## src/rtl/pause_pkg.sv

```systemverilog
// Shared types and constants for the pause sequencer.
package pause_pkg;

  // Sequencer states. STEP is only reachable when frame stepping is built in.
  typedef enum logic [2:0] {
    RUN      = 3'd0,
    WAIT_VBL = 3'd1,
    WAIT_ACK = 3'd2,
    PAUSED   = 3'd3,
    RELEASE  = 3'd4,
    STEP     = 3'd5
  } pause_state_t;

  // Bit positions inside the pause source mask.
  localparam int SRC_USER = 0;
  localparam int SRC_OSD  = 1;
  localparam int SRC_EXT  = 2;

  // States in which the CPU is asked to stay halted.
  function automatic logic holds_cpu(input pause_state_t s);
    return (s == WAIT_ACK) || (s == PAUSED);
  endfunction

endpackage

```

## src/rtl/pause_debounce.sv

```systemverilog
// Button debouncer: two-flop synchronizer, then the level follows the input
// only after DEBOUNCE_CYC consecutive samples that differ from the current level.
// rise is a one-cycle pulse that coincides with the level going high.
module pause_debounce #(
  parameter int DEBOUNCE_CYC = 12000
) (
  input  logic clk_sys,
  input  logic reset,
  input  logic din,
  output logic level,
  output logic rise
);

  localparam int CW = $clog2(DEBOUNCE_CYC + 1);
  localparam logic [CW-1:0] CNT_LAST = CW'(DEBOUNCE_CYC - 1);

  logic       sync1_reg;
  logic       sync2_reg;
  logic [CW-1:0] cnt_reg;
  logic       level_reg;
  logic       rise_reg;

  // Bring the raw button into clk_sys before it is compared against anything.
  always_ff @(posedge clk_sys) begin
    if (reset) begin
      sync1_reg <= 1'b0;
      sync2_reg <= 1'b0;
    end else begin
      sync1_reg <= din;
      sync2_reg <= sync1_reg;
    end
  end

  // Count consecutive disagreeing samples; accept the new level on the last one.
  always_ff @(posedge clk_sys) begin
    if (reset) begin
      cnt_reg   <= '0;
      level_reg <= 1'b0;
      rise_reg  <= 1'b0;
    end else begin
      rise_reg <= 1'b0;
      if (sync2_reg == level_reg) begin
        cnt_reg <= '0;
      end else if (cnt_reg == CNT_LAST) begin
        cnt_reg   <= '0;
        level_reg <= sync2_reg;
        rise_reg  <= sync2_reg;
      end else begin
        cnt_reg <= cnt_reg + CW'(1);
      end
    end
  end

  assign level = level_reg;
  assign rise  = rise_reg;

endmodule

```

## src/rtl/pause_sequencer.sv

```systemverilog
// Pause sequencer: merges user/OSD/external pause sources and walks the CPU
// halt handshake, entering pause only on a vblank rising edge.
// Optional feature macro: PAUSE_FRAME_STEP_EN (adds step_button and the STEP
// state, which lets exactly one frame run while paused).
module pause_sequencer
  import pause_pkg::*;
#(
  parameter int NREQ         = 2,
  parameter int DEBOUNCE_CYC = 12000,
  parameter int ACK_TIMEOUT  = 4096
) (
  input  logic            clk_sys,
  input  logic            reset,
  input  logic            user_button,
  input  logic            osd_status,
  input  logic [1:0]      options,
  input  logic [NREQ-1:0] ext_req,
  input  logic            vblank,
  input  logic            halt_ack,
`ifdef PAUSE_FRAME_STEP_EN
  input  logic            step_button,
`endif
  output logic            halt_req,
  output logic            paused,
  output logic [NREQ+1:0] pause_src,
  output logic            timeout_err
);

  localparam int ACW = (ACK_TIMEOUT > 1) ? $clog2(ACK_TIMEOUT) : 1;
  localparam logic [ACW-1:0] ACK_LAST = ACW'(ACK_TIMEOUT - 1);

  pause_state_t    state_reg;
  pause_state_t    state_next;
  logic [ACW-1:0]  ack_cnt_reg;
  logic            vblank_d_reg;
  logic            toggle_reg;
  logic            halt_req_reg;
  logic            paused_reg;
  logic [NREQ+1:0] pause_src_reg;
  logic [NREQ+1:0] pause_src_next;
  logic            timeout_err_reg;
  logic            timeout_err_next;

  logic            user_level;
  logic            user_rise;
  logic [NREQ+1:0] src_now;
  logic            active;
  logic            vbl_rise;
  logic            ack_last;

  // options[1] is reserved; user_level is only needed through its rise pulse.
  logic unused_opt;
  logic unused_user_level;
  assign unused_opt        = options[1];
  assign unused_user_level = user_level;

  pause_debounce #(.DEBOUNCE_CYC(DEBOUNCE_CYC)) u_user_db (
    .clk_sys (clk_sys),
    .reset   (reset),
    .din     (user_button),
    .level   (user_level),
    .rise    (user_rise)
  );

`ifdef PAUSE_FRAME_STEP_EN
  logic step_level;
  logic step_rise;
  logic step_low_reg;
  logic unused_step_level;
  assign unused_step_level = step_level;

  pause_debounce #(.DEBOUNCE_CYC(DEBOUNCE_CYC)) u_step_db (
    .clk_sys (clk_sys),
    .reset   (reset),
    .din     (step_button),
    .level   (step_level),
    .rise    (step_rise)
  );

  // Remember that the CPU has dropped halt_ack since entering STEP.
  always_ff @(posedge clk_sys) begin
    if (reset) begin
      step_low_reg <= 1'b0;
    end else if (state_reg != STEP) begin
      step_low_reg <= 1'b0;
    end else if (!halt_ack) begin
      step_low_reg <= 1'b1;
    end
  end
`endif

  // Current source mask: user toggle, gated OSD, then one bit per requester.
  assign src_now[SRC_USER] = toggle_reg;
  assign src_now[SRC_OSD]  = osd_status & options[0];
  generate
    for (genvar gi = 0; gi < NREQ; gi++) begin : g_ext
      assign src_now[SRC_EXT + gi] = ext_req[gi];
    end
  endgenerate

  assign active   = |src_now;
  assign vbl_rise = vblank & ~vblank_d_reg;
  assign ack_last = (ack_cnt_reg == ACK_LAST);

  // Button toggle and vblank edge history.
  always_ff @(posedge clk_sys) begin
    if (reset) begin
      toggle_reg   <= 1'b0;
      vblank_d_reg <= 1'b0;
    end else begin
      toggle_reg   <= toggle_reg ^ user_rise;
      vblank_d_reg <= vblank;
    end
  end

  // Next-state logic; entry always waits for vblank, exit never does.
  always_comb begin
    state_next       = state_reg;
    timeout_err_next = 1'b0;
    case (state_reg)
      RUN: begin
        if (active) state_next = WAIT_VBL;
      end
      WAIT_VBL: begin
        // A source dropping on the vblank edge wins over entry.
        if (!active)       state_next = RUN;
        else if (vbl_rise) state_next = WAIT_ACK;
      end
      WAIT_ACK: begin
        // Source drops are deliberately ignored until PAUSED is reached.
        if (halt_ack) begin
          state_next = PAUSED;
        end else if (ack_last) begin
          state_next       = PAUSED;
          timeout_err_next = 1'b1;
        end
      end
      PAUSED: begin
        if (!active) state_next = RELEASE;
`ifdef PAUSE_FRAME_STEP_EN
        else if (step_rise) state_next = STEP;
`endif
      end
      RELEASE: begin
        if (!halt_ack) begin
          state_next = RUN;
        end else if (ack_last) begin
          state_next       = RUN;
          timeout_err_next = 1'b1;
        end
      end
      STEP: begin
`ifdef PAUSE_FRAME_STEP_EN
        if (!active)                        state_next = RUN;
        else if (step_low_reg && vbl_rise)  state_next = WAIT_ACK;
`else
        state_next = RUN;
`endif
      end
      default: state_next = RUN;
    endcase
  end

  // Source mask: latched on PAUSED entry, accumulates while paused, zero elsewhere.
  always_comb begin
    pause_src_next = '0;
    if (state_next == PAUSED) begin
      pause_src_next = (state_reg == PAUSED) ? (pause_src_reg | src_now) : src_now;
    end
  end

  // State register and registered outputs derived from the next state.
  always_ff @(posedge clk_sys) begin
    if (reset) begin
      state_reg       <= RUN;
      halt_req_reg    <= 1'b0;
      paused_reg      <= 1'b0;
      pause_src_reg   <= '0;
      timeout_err_reg <= 1'b0;
    end else begin
      state_reg       <= state_next;
      halt_req_reg    <= holds_cpu(state_next);
      paused_reg      <= (state_next == PAUSED);
      pause_src_reg   <= pause_src_next;
      timeout_err_reg <= timeout_err_next;
    end
  end

  // Handshake wait counter: restarts on every state change and saturates.
  always_ff @(posedge clk_sys) begin
    if (reset) begin
      ack_cnt_reg <= '0;
    end else if (state_next != state_reg) begin
      ack_cnt_reg <= '0;
    end else if ((state_reg == WAIT_ACK || state_reg == RELEASE) && !ack_last) begin
      ack_cnt_reg <= ack_cnt_reg + ACW'(1);
    end
  end

  assign halt_req    = halt_req_reg;
  assign paused      = paused_reg;
  assign pause_src   = pause_src_reg;
  assign timeout_err = timeout_err_reg;

endmodule

```

## config.mk

```make
export PLATFORM = sky130hd
export DESIGN_NAME = pause_sequencer
export DESIGN_NICKNAME = d
export VERILOG_FILES = /design/src/rtl/pause_pkg.sv /design/src/rtl/pause_debounce.sv /design/src/rtl/pause_sequencer.sv
export SDC_FILE = /design/constraint.sdc
export NUM_CORES = 1
export LEC_CHECK = 0
export CAP_MARGIN = 25
export CORE_MARGIN = 2
export CORE_UTILIZATION = 39
export DETAILED_ROUTE_END_ITERATION = 7
export MAX_ROUTING_LAYER = met4
export PLACE_DENSITY = 0.58
export RECOVER_POWER = 25
export SETUP_SLACK_MARGIN = 0.02
export SYNTH_ARGS = -nofsm -noshare
export SYNTH_HDL_FRONTEND = slang
export SYNTH_SLANG_ARGS = --single-unit
```

## constraint.sdc

```tcl
create_clock -name clk_sys -period 1.8 [get_ports clk_sys]
set_input_delay 0.27 -clock clk_sys [delete_from_list [all_inputs] [get_ports clk_sys]]
set_output_delay 0.27 -clock clk_sys [all_outputs]
set_load 0.05 [all_outputs]
```

==> impl_metrics.ini <==
[worst_hold_path]
hold_class = input port to register
hp-start = options[0]
worstHoldPathCells = 3
hold_path_end = pause_src[1]

[worst_setup_path]
critPathMaxFanout = 4
required_ps = 2030
critPathCaptureType = register
r2r-start = toggle_reg
startpoint_type = input port
timing.rr.end = ack_cnt_reg[6]
regToRegSetupSlack_ps = 10
critPathKind = input port to register
arrival_ps = 2030
ff2ff_path_depth = 6

[die]
fp.dieW_um = 72.6
dieArea_um2 = 5270
row_count = 24
initial_utilization = 0.413
coreArea_um2 = 4440
die_y_um = 72.6
io_pins = 17

[logic_synthesis]
synth_adder_area_share = 0.0136
synth.distinct_cells = 39
synth.area.mux_share = 0.0170
synthSimpleGateAreaFrac = 0.282
synth_warnings = 0
synth_area_um2 = 1840
ys_ff_latch = 42
synth_fp_nets = 212
synthCells = 200
synth_xor_area_frac = 0.105
yosysSeqAreaShare = 0.458
synth_top_family_by_area = simple AND/OR/NAND/NOR gates
syn_avg_cell_area_um2 = 9.18
synth-compound-area-share = 0.0941

[pwr]
cellLeakagePower_nw = 0.858
finalPower_mw = 1.74
irDropWorstVdd_mv = 0.361
cellPowerDensity_nw_per_um2 = 732

[grt]
grt_pass1_vias = 1451
overflow = 0
grt_util_all_layers = 0.157
grt_pass1_wl_um = 6290
antenna_found_initial = 0
grt_max_degree = 15

[place]
dp_hpwl_um = 2790
place_inst = 289
place_ws_ps = -546
gp_congestion = 0.798
io_buffers = 15

[routing]
firstDrtPassIters = 4
vias = 1549
wirelength_um = 3770
via_per_inst = 5.22
drt_iter0_markers = 81
detail-route-antenna-nets = 0
wire_per_inst_um = 12.7
route.detailed.drc = 0

[clock_network]
clockBufferDepth = 2
cts_made_buffers = 5
tritoncts = done
clock-root-buffer = clkbuf_8
cts.clk_slew.worst_paths_ps = 80
postCtsSetupBuffers = 0
clk_latency_ps = 300
htree_levels = 2
numClockSinks = 42

[sta]
rsz0062_at_grt = true
period_minus_slack_ps = 1800
worstMarginPinSlew_ps = 512
hold_viol_final = 0
fin_crit_sh = 0.998
finalClockSkew_ps = 6.62
final-setup-viol-count = 0
slew_headroom = 0.658
fin_ws_ps = 3.17
fmax_mhz = 557
slew_viol_final = 0

[final_layout]
fin_nets = 256
syn2layout_area_growth_pct = 29.3
stdcell_count = 297
nFillCells = 413
diodes = 0
fin_util = 0.534
drive_gt1_frac = 0.257
largest_register_ffs = 14

[outcome]
outcome = finished, final reports clean

[job]
max_cap_viol_count = 0
[layout make-up]
| cell class | count | area (um2) | share of cell area |
|---|---|---|---|
| timing repair buffer | 44 | 370 | 0.156 |
| inverter | 4 | 15.0 | 0.00633 |
| sequential | 42 | 853 | 0.360 |
| multi-input combinational | 147 | 980 | 0.413 |
| clock inverter | 3 | 21.3 | 0.00896 |
| tap | 52 | 65.1 | 0.0274 |
| clock buffer | 5 | 68.8 | 0.0290 |
[Yosys cell counts (all sizes together)]
cell      n  area, um2
a2111o    1       11.3
a2111oi   2       36.3
a211oi    1       7.51
a21oi     5       28.8
a31oi     4       25.0
a32oi     1       8.76
a41oi     1       16.3
and2      4       25.0
and3      4       25.0
buf       4       28.8
clkbuf    3       11.3
dfxtp    42        841
ha        2       25.0
inv       4       15.0
mux2      1       11.3
mux2i     2       20.0
nand2    13       48.8
nand2b    2       12.5
nand3    12       60.1
nand4    10       68.8
nor2     29        109
nor2b    10       62.6
nor3      4       20.0
nor3b     3       22.5
nor4      6       37.5
nor4b     1       8.76
nor4bb    1       10.0
o21ai     2       10.0
o21ba     1       10.0
o32a      1       10.0
o41ai     1       8.76
or4       1       7.51
xnor2     8       70.1
xor2     14        123
[cell families (layout without fill, tap and decap cells)]
family / after synthesis / count (layout)
DFF: 42 / 42
and+or+nand+nor: 100 / 100
AOI/OAI and AO/OA: 20 / 20
muxes: 3 / 3
adders and majority gates: 2 / 2
buffers and inverters: 11 / 56
xor gates and xnor gates: 22 / 22
[per-layer routing]
| metal | up-vias | share of wire | global-route usage |
|---|---|---|---|
| li1 | 786 | - | - |
| met1 | 736 | 0.45 | 0.187 |
| met2 | 20 | 0.51 | 0.254 |
| met3 | 7 | 0.025 | 0.0331 |
| met4 | 0 | 0.019 | 0.0741 |
| met5 | - | 0 | - |
[worst max path at each step]
stage	from	endpoint	slack (ps)	depth (start not counted)
finish	osd_status	ack_cnt_reg[6]	3	7
global route	toggle_reg	ack_cnt_reg[6]	-40	6
CTS	toggle_reg	ack_cnt_reg[6]	-20	6
detailed placement	osd_status	ack_cnt_reg[6]	-550	7
global placement	osd_status	ack_cnt_reg[3]	-510	7
floorplan	ack_cnt_reg[5]	ack_cnt_reg[3]	20	7
[cells in the final DEF (no fill, tap or decap), drive strengths merged, types with 3 or more instances in the layout]
cell type	Yosys	final
nand2	13	13
nor2	29	29
and2	4	4
clkdlybuf4s50	0	10
nor3	4	4
nor4	6	6
a31oi	4	4
clkbuf	3	7
inv	4	4
nand4	10	10
xnor2	8	8
buf	4	28
nand3	12	12
dfxtp	42	42
nor3b	3	3
nor2b	10	10
a21oi	5	5
xor2	14	14
and3	4	4
[stage by stage]
| stage | setup TNS, ps | hold slack (ps) | area [um2] |
|---|---|---|---|
| floorplan | 0 | 342 | 1850 |
| global placement | -7300 | 428 | 2230 |
| detailed placement | -7510 | 449 | 2230 |
| CTS | -35.2 | 423 | 2320 |
| global route | -180 | 341 | 2370 |
| finish | 0 | 265 | 2370 |
[timing repair]
item / CTS / global route
resized for setup: 5 / 23
hold buffers: 0 / 0
pin swaps: 2 / 7
endpoints found under the setup margin: 13 / 21
cloned: 0 / 0
[power breakdown]
| part | internal [mW] | leakage, nW | switching [mW] |
|---|---|---|---|
| clock | 0.272 | 0.0441 | 0.336 |
| sequential | 0.942 | 0.345 | 0.0130 |
| combinational | 0.0829 | 0.469 | 0.0905 |
| total | 1.30 | 0.858 | 0.439 |
[worst max-delay path, stage by stage]
cell and delay (ps):
dlygate4sd2_1 270, a2111oi_4 330, a211oi_1 80, o32a_1 290, a2111o_1 500, buf_6 180, nor2_2 110
Note: power is estimated with default switching activity, not from simulation.
